### config.mk
export PLATFORM = sky130hd
export DESIGN_NAME = comparator_2bit_sync
export DESIGN_NICKNAME = d
export VERILOG_FILES = /design/src/rtl/cmp_pkg.sv /design/src/rtl/cmp_core.sv /design/src/rtl/comparator_2bit_sync.sv
export SDC_FILE = /design/constraint.sdc
export NUM_CORES = 1
export LEC_CHECK = 0
export ABC_CLOCK_PERIOD_IN_PS = 1600
export CAP_MARGIN = 30
export CORE_AREA = 4 4 41 43
export CTS_CLUSTER_DIAMETER = 150
export DETAILED_ROUTE_END_ITERATION = 7
export DIE_AREA = 0 0 45 47
export PLACE_DENSITY = 0.4
export SYNTH_ARGS = -nofsm -noshare
export SYNTH_HDL_FRONTEND = slang
export SYNTH_SLANG_ARGS = --single-unit
### constraint.sdc
create_clock -name clk -period 1.6 [get_ports clk]
set_input_delay 0.16 -clock clk [delete_from_list [all_inputs] [get_ports clk]]
set_output_delay 0.16 -clock clk [all_outputs]
set_load 0.05 [all_outputs]
### src/rtl/cmp_pkg.sv
// Shared constants for the registered unsigned magnitude comparator.
// Result encoding is one-hot in {Lesser, Greater, Equal} bit order.
package cmp_pkg;

    localparam int unsigned CMP_DEFAULT_WIDTH = 2;
    localparam int unsigned CMP_DEFAULT_CNT_W = 8;

    localparam logic [2:0] CMP_LT = 3'b100;
    localparam logic [2:0] CMP_GT = 3'b010;
    localparam logic [2:0] CMP_EQ = 3'b001;

endpackage

### src/rtl/cmp_core.sv
// Purely combinational unsigned compare of two WIDTH-bit operands.
// Produces the one-hot {Lesser, Greater, Equal} result.
module cmp_core
    import cmp_pkg::*;
#(
    parameter int unsigned WIDTH = CMP_DEFAULT_WIDTH
) (
    input  logic [WIDTH-1:0] a,
    input  logic [WIDTH-1:0] b,
    output logic [2:0]       result
);

    // Select exactly one outcome code from the unsigned relation of a and b
    always_comb begin
        result = CMP_EQ;
        if (a < b) begin
            result = CMP_LT;
        end else if (a > b) begin
            result = CMP_GT;
        end
    end

endmodule

### src/rtl/comparator_2bit_sync.sv
// Registered magnitude comparator: one-hot Lesser/Greater/Equal flags appear
// one clock after a valid A/B sample; flags hold while no sample is valid.
// Optional saturating outcome counters are built when
// COMPARATOR_2BIT_STATS_EN is defined.
module comparator_2bit_sync
    import cmp_pkg::*;
#(
    parameter int unsigned WIDTH = CMP_DEFAULT_WIDTH,
    parameter int unsigned CNT_W = CMP_DEFAULT_CNT_W
) (
    input  logic             clk,
    input  logic             rst_n,
    input  logic             in_valid,
    input  logic [WIDTH-1:0] A,
    input  logic [WIDTH-1:0] B,
    output logic             out_valid,
    output logic             Lesser,
    output logic             Greater,
`ifdef COMPARATOR_2BIT_STATS_EN
    output logic             Equal,
    input  logic             stats_clr,
    output logic [CNT_W-1:0] lt_cnt,
    output logic [CNT_W-1:0] gt_cnt,
    output logic [CNT_W-1:0] eq_cnt
`else
    output logic             Equal
`endif
);

    logic [2:0] result;

    cmp_core #(
        .WIDTH (WIDTH)
    ) u_core (
        .a      (A),
        .b      (B),
        .result (result)
    );

    // Capture the compare result on valid samples; out_valid marks fresh flags
    always_ff @(posedge clk) begin
        if (!rst_n) begin
            out_valid                 <= 1'b0;
            {Lesser, Greater, Equal}  <= '0;
        end else begin
            out_valid <= in_valid;
            if (in_valid) begin
                {Lesser, Greater, Equal} <= result;
            end
        end
    end

`ifdef COMPARATOR_2BIT_STATS_EN
    // Saturating per-outcome counters; a clear beats a coincident sample
    always_ff @(posedge clk) begin
        if (!rst_n || stats_clr) begin
            lt_cnt <= '0;
            gt_cnt <= '0;
            eq_cnt <= '0;
        end else if (in_valid) begin
            if (result == CMP_LT && lt_cnt != '1) begin
                lt_cnt <= lt_cnt + 1'b1;
            end
            if (result == CMP_GT && gt_cnt != '1) begin
                gt_cnt <= gt_cnt + 1'b1;
            end
            if (result == CMP_EQ && eq_cnt != '1) begin
                eq_cnt <= eq_cnt + 1'b1;
            end
        end
    end
`endif

endmodule

==> impl_metrics.py, run 1 <==
metrics = {
    "timing": {
        "rsz0062_at_grt": "false",
        "fmax_ghz": 0.8116,
        "max_slew.worst_pin.slew_ps": 167.1,
        "final_period_minus_worst_setup_slack_ps": 1232,
        "period_share": 0.7701,
        "timing.final.ws_setup_ps": 367.9,
        "skew_ps": 0,
        "final_max_slew_viol_count": 0,
        "max_slew_margin": 0.8883,
        "finalSetupViolations": 0,
        "hold_violations": 0,
        "whs_ps": 507.3,
        "tns_ps": 0,
    },
    "finish": {
        "areaGrowthSynthToFinish_pct": 70.47,
        "final_cells": 48,
        "n_antenna_cell": 0,
        "final_net_count": 44,
        "final_layout_size_suffix_gt1_frac": 0.2727,
        "finalCoreUtilization": 0.2442,
        "nFillCells": 161,
        "fin_area_um2": 317.8,
    },
    "clock_network": {
        "clkTransAtPathRegs_ps": 40,
        "postCtsResizedCells": 0,
        "cts.sinks": 4,
        "cts_tree": "done",
        "cts_setup_buffers": 0,
        "cts.htree.levels": 1,
        "holdBufCountCts": 0,
        "clk_latency_ps": 240,
        "cts_buffer_depth": 2,
        "cts-buffers-inserted": 3,
        "ctsRootBufferMaster": "clkbuf_4",
    },
    "critical_path": {
        "end_kind": "flip-flop",
        "cp_top_family": "buffers and inverters",
        "cp_max_fo": 3,
        "critical_path_class": "input pin to flip-flop",
        "crit_path_top_delay_cell": "clkdlybuf4s50_1",
        "cp.required_ps": 1720,
        "cp_slowest_stage_delay_ps": 450,
        "timing.critical_path.buf_inv": 2,
        "path_cells": "clkdlybuf4s50_1, inv_1, ha_1, a21o_1, a32o_1",
        "cp-start-kind": "input pin",
        "critPathArrivalTime_ps": 1360,
    },
    "detailed_routing": {
        "wl_um": 475,
        "vias": 186,
        "ant_nets": 0,
        "avgRoutedWirePerCell_um": 9.896,
        "viasPerCell": 3.875,
        "first_pass_iters": 2,
        "drt_iter0_markers": 1,
        "drc": 0,
    },
    "floorplan": {
        "num_io_pins": 11,
        "core_area_um2": 1301,
        "die_height_um": 47,
        "initial_core_util": 0.1433,
        "die_area_um2": 2115,
        "die_w_um": 45,
        "rows": 13,
    },
    "pwr": {
        "p_leak_nw": 0.1549,
        "p_total_uw": 311.1,
        "cellPowerDensity_nw_per_um2": 978.9,
        "peakVddDrop_v": 0.0003260,
    },
    "yosys": {
        "syn_avg_cell_area_um2": 9.321,
        "synthCells": 20,
        "yosysWarnings": 0,
        "seq_area_frac_synth": 0.4295,
        "ys_ff_latch": 4,
        "syn-num-nets": 29,
        "synth_area_um2": 186.4,
        "ys_types": 11,
    },
    "placement": {
        "detailed_place_hpwl_um": 353.9,
        "place_area_um2": 295.3,
        "dp_cells": 45,
        "place_ws_ps": 120.9,
        "routabilityCongestion": 0.6883,
        "portBuffers": 10,
    },
    "global_routing": {
        "antenna_found_initial": 0,
        "track_usage": 0.06314,
        "grt_max_degree": 5,
        "grt_pass1_wl_um": 883,
        "grt_pass1_vias": 207,
        "gr-total-overflow": 0,
    },
    "worst_hold_path": {
        "min_path_type": "flip-flop to flip-flop",
    },
    "job": {
        "max_cap_violations": 0,
    },
    "run_status": {
        "status": "finished clean",
    },
}
path summary, 6_finish.rpt:
kind                              start      end  slack (ps)  cells past startpoint
worst min register to register  Greater  Greater         510                      1
worst min-delay path            Greater  Greater         510                      1
worst max-delay path               B[1]    Equal         370                      5
worst max register to register    Equal    Equal         950                      1
layout by cell type, fill, tap and decap left out, drive strengths merged:
cell,instances
a21oi,1
clkdlybuf4s50,6
nand2,2
o21ai,1
a32o,2
clkbuf,3
a21o,1
inv,5
buf,4
ha,2
nor2,1
nand3b,1
dfxtp,4
kinds of logic (layout without fill, tap and decap cells):
logic type	Yosys count	after routing	synth area share
DFF	4	4	0.4295
buffers and inverters	5	18	0.1007
and+or+nand+nor	4	4	0.1141
AOI/OAI and AO/OA	5	5	0.2215
adders and majority gates	2	2	0.1342
synth_stat cells:
cell type  count  share of area
a21oi_2        1          0.047
dfxtp_1        4           0.43
a32o_1         2           0.11
nor2_1         1          0.020
inv_1          5           0.10
ha_1           2           0.13
nand3b_1       1          0.040
a21o_1         1          0.040
nand2_1        1          0.020
o21ai_0        1          0.027
nand2_2        1          0.034
per-layer routing:
metal  GRT usage  part of all wire
met1     0.06803              0.44
met2     0.08475              0.38
met3     0.03065              0.15
met4     0.07018             0.025
met5           0                 0
registers in the layout, indices dropped and copies added, names as in the netlist:
signal     count
Lesser         1
Equal          1
out_valid      1
Greater        1
layout make-up:
cell class,instances,area (um^2),share of cell area
clock buffer,3,22.52,0.07087
inverter,5,18.77,0.05906
multi-input combinational,11,87.58,0.2756
sequential,4,80.08,0.2520
tap,15,18.77,0.05906
timing repair buffer,10,90.09,0.2835
report_power, final:
group / total [mW] / internal (mW) / switching, mW
Combinational: 0.0726 / 0.0318 / 0.0408
Sequential: 0.109 / 0.107 / 0.00296
Clock: 0.129 / 0.0842 / 0.0449
Total: 0.311 / 0.222 / 0.0887
No activity file was read; power rests on OpenSTA's default activity.
==> run 2: changes to the inputs <==
- ABC_CLOCK_PERIOD_IN_PS: 1600 -> 1020
- PLACE_DENSITY: 0.4 -> 0.41
- clock period: 1.6 -> 1.02 ns (I/O delays scaled with it)
==> run 2 against run 1 <==
Net effect: cell area grew 28%; combinational power is 110% higher; die area is the same; power is 68% higher; first-iteration DRC count increased to 4.0 times the previous value; largest cell class unchanged; critical path type unchanged; sequential share of layout area decreased by 5.5 points; sequential power is 62% higher; critical endpoint is now Greater; highest routed layer unchanged; via count increased by 2.7%; worst hold slack got worse by 62 ps; final cell count grew 4.2%; largest power group unchanged; utilization is 6.8 points higher.
==> impl_metrics.py, run 2 (same netlist as run 1, synthesis figures left out) <==
metrics = {
    "global_routing": {
        "antenna_found_initial": 0,
        "track_usage": 0.06403,
        "gr-total-overflow": 0,
        "grt_pass1_vias": 218,
        "grt_pass1_wl_um": 924,
        "grt_max_degree": 5,
    },
    "critical_path": {
        "critical_path_class": "input pin to flip-flop",
        "cp.required_ps": 1140,
        "critPathArrivalTime_ps": 1010,
        "cp_slowest_stage_delay_ps": 260,
        "cp_top_family": "compound AO/OA/AOI/OAI gates",
        "cp-start-kind": "input pin",
        "end_kind": "flip-flop",
        "cp_max_fo": 3,
        "timing.critical_path.buf_inv": 1,
        "crit_path_top_delay_cell": "dlygate4sd2_1",
        "path_cells": "dlygate4sd2_1, ha_4, a21o_1, a32o_1",
    },
    "clock_network": {
        "cts_buffer_depth": 2,
        "clk_latency_ps": 230,
        "cts-buffers-inserted": 3,
        "cts.sinks": 4,
        "clkTransAtPathRegs_ps": 40,
        "holdBufCountCts": 0,
        "cts.htree.levels": 1,
        "cts_tree": "done",
        "ctsRootBufferMaster": "clkbuf_4",
    },
    "pwr": {
        "p_leak_nw": 0.1881,
        "cellPowerDensity_nw_per_um2": 1285,
        "peakVddDrop_v": 0.0005295,
    },
    "detailed_routing": {
        "ant_nets": 0,
        "vias": 191,
        "first_pass_iters": 4,
        "viasPerCell": 3.820,
        "drt_iter0_markers": 4,
        "wl_um": 520,
        "avgRoutedWirePerCell_um": 10.40,
        "drc": 0,
    },
    "timing": {
        "tns_ps": 0,
        "max_slew_margin": 0.8967,
        "finalSetupViolations": 0,
        "timing.final.ws_setup_ps": 128.9,
        "final_max_slew_viol_count": 0,
        "hold_violations": 0,
        "fmax_ghz": 1.122,
        "skew_ps": 0,
        "rsz0062_at_grt": "false",
        "final_period_minus_worst_setup_slack_ps": 891.1,
        "whs_ps": 444.9,
        "period_share": 0.8736,
        "max_slew.worst_pin.slew_ps": 153.3,
    },
    "run_status": {
        "status": "finished clean",
    },
    "finish": {
        "final_cells": 50,
        "areaGrowthSynthToFinish_pct": 118.1,
        "finalCoreUtilization": 0.3125,
        "n_antenna_cell": 0,
        "final_cell_mix": "dfxtp_1, buf_12, inv_1, clkbuf_4, dlygate4sd2_1",
        "final_layout_size_suffix_gt1_frac": 0.4286,
        "final_net_count": 46,
    },
    "floorplan": {
        "initial_core_util": 0.1433,
        "core_area_um2": 1301,
        "die_area_um2": 2115,
        "num_io_pins": 11,
        "rows": 13,
        "die_height_um": 47,
        "die_w_um": 45,
    },
    "job": {
        "max_cap_violations": 0,
    },
    "placement": {
        "routabilityCongestion": 0.6431,
        "detailed_place_hpwl_um": 362.2,
        "dp_cells": 47,
        "place_ws_ps": -400.7,
        "portBuffers": 10,
    },
    "worst_hold_path": {
        "min_path_type": "input pin to flip-flop",
    },
}
==> run 2: layout make-up <==
class | instances | area, um^2
well taps | 15 | 18.77
fillers | 142 | 894.6
inverters | 5 | 18.77
clock buffers | 3 | 22.52
multi-input cells | 11 | 112.6
flip-flops and latches | 4 | 80.08
repair buffers | 12 | 153.9
==> run 2: path summary, 6_finish.rpt <==
check,cells past startpoint,startpoint,endpoint,slack (ps)
setup reg to reg,1,Greater,Greater,330
hold reg to reg,2,Lesser,Lesser,560
hold / removal,5,B[0],Equal,440
setup / recovery,4,A[1],Greater,130
==> run 2: metrics by stage <==
stage	total power, mW	cell area [um^2]
after detailed placement	0.3256	360.3
after global routing	0.5575	406.6
after CTS	0.5340	404.1
final	0.5225	406.6
after floorplan	0.2405	186.4
after global placement	0.3247	360.3
==> run 2: repair_timing <==
action	CTS	global route
pin swaps	1	0
endpoints found under the setup margin	3	2
gates resized for setup	7	1
cloned	0	0
buffers inserted	0	0
==> run 2: tightest hold or removal path: cells and delay by family <==
family                     cells  cell delay (ps)
AOI/OAI and AO/OA              1              120
adders and majority gates      1              150
buffers and inverters          1              120
and+or+nand+nor                2              150
==> run 2: metal layers <==
layer  vias to the layer above  track usage  share of wire  routed length, um
li1                         99            -              -                  -
met1                        80      0.07062           0.44                228
met2                        10      0.09605           0.43                221
met3                         2      0.01533          0.094                 49
met4                         0      0.07018          0.040                 21
met5                         -            0              0                  0
==> run 2: power breakdown <==
group	total (mW)	internal [mW]	switching (mW)
clock network	0.191	0.131	0.0599
logic	0.154	0.0828	0.0712
registers	0.177	0.167	0.0100
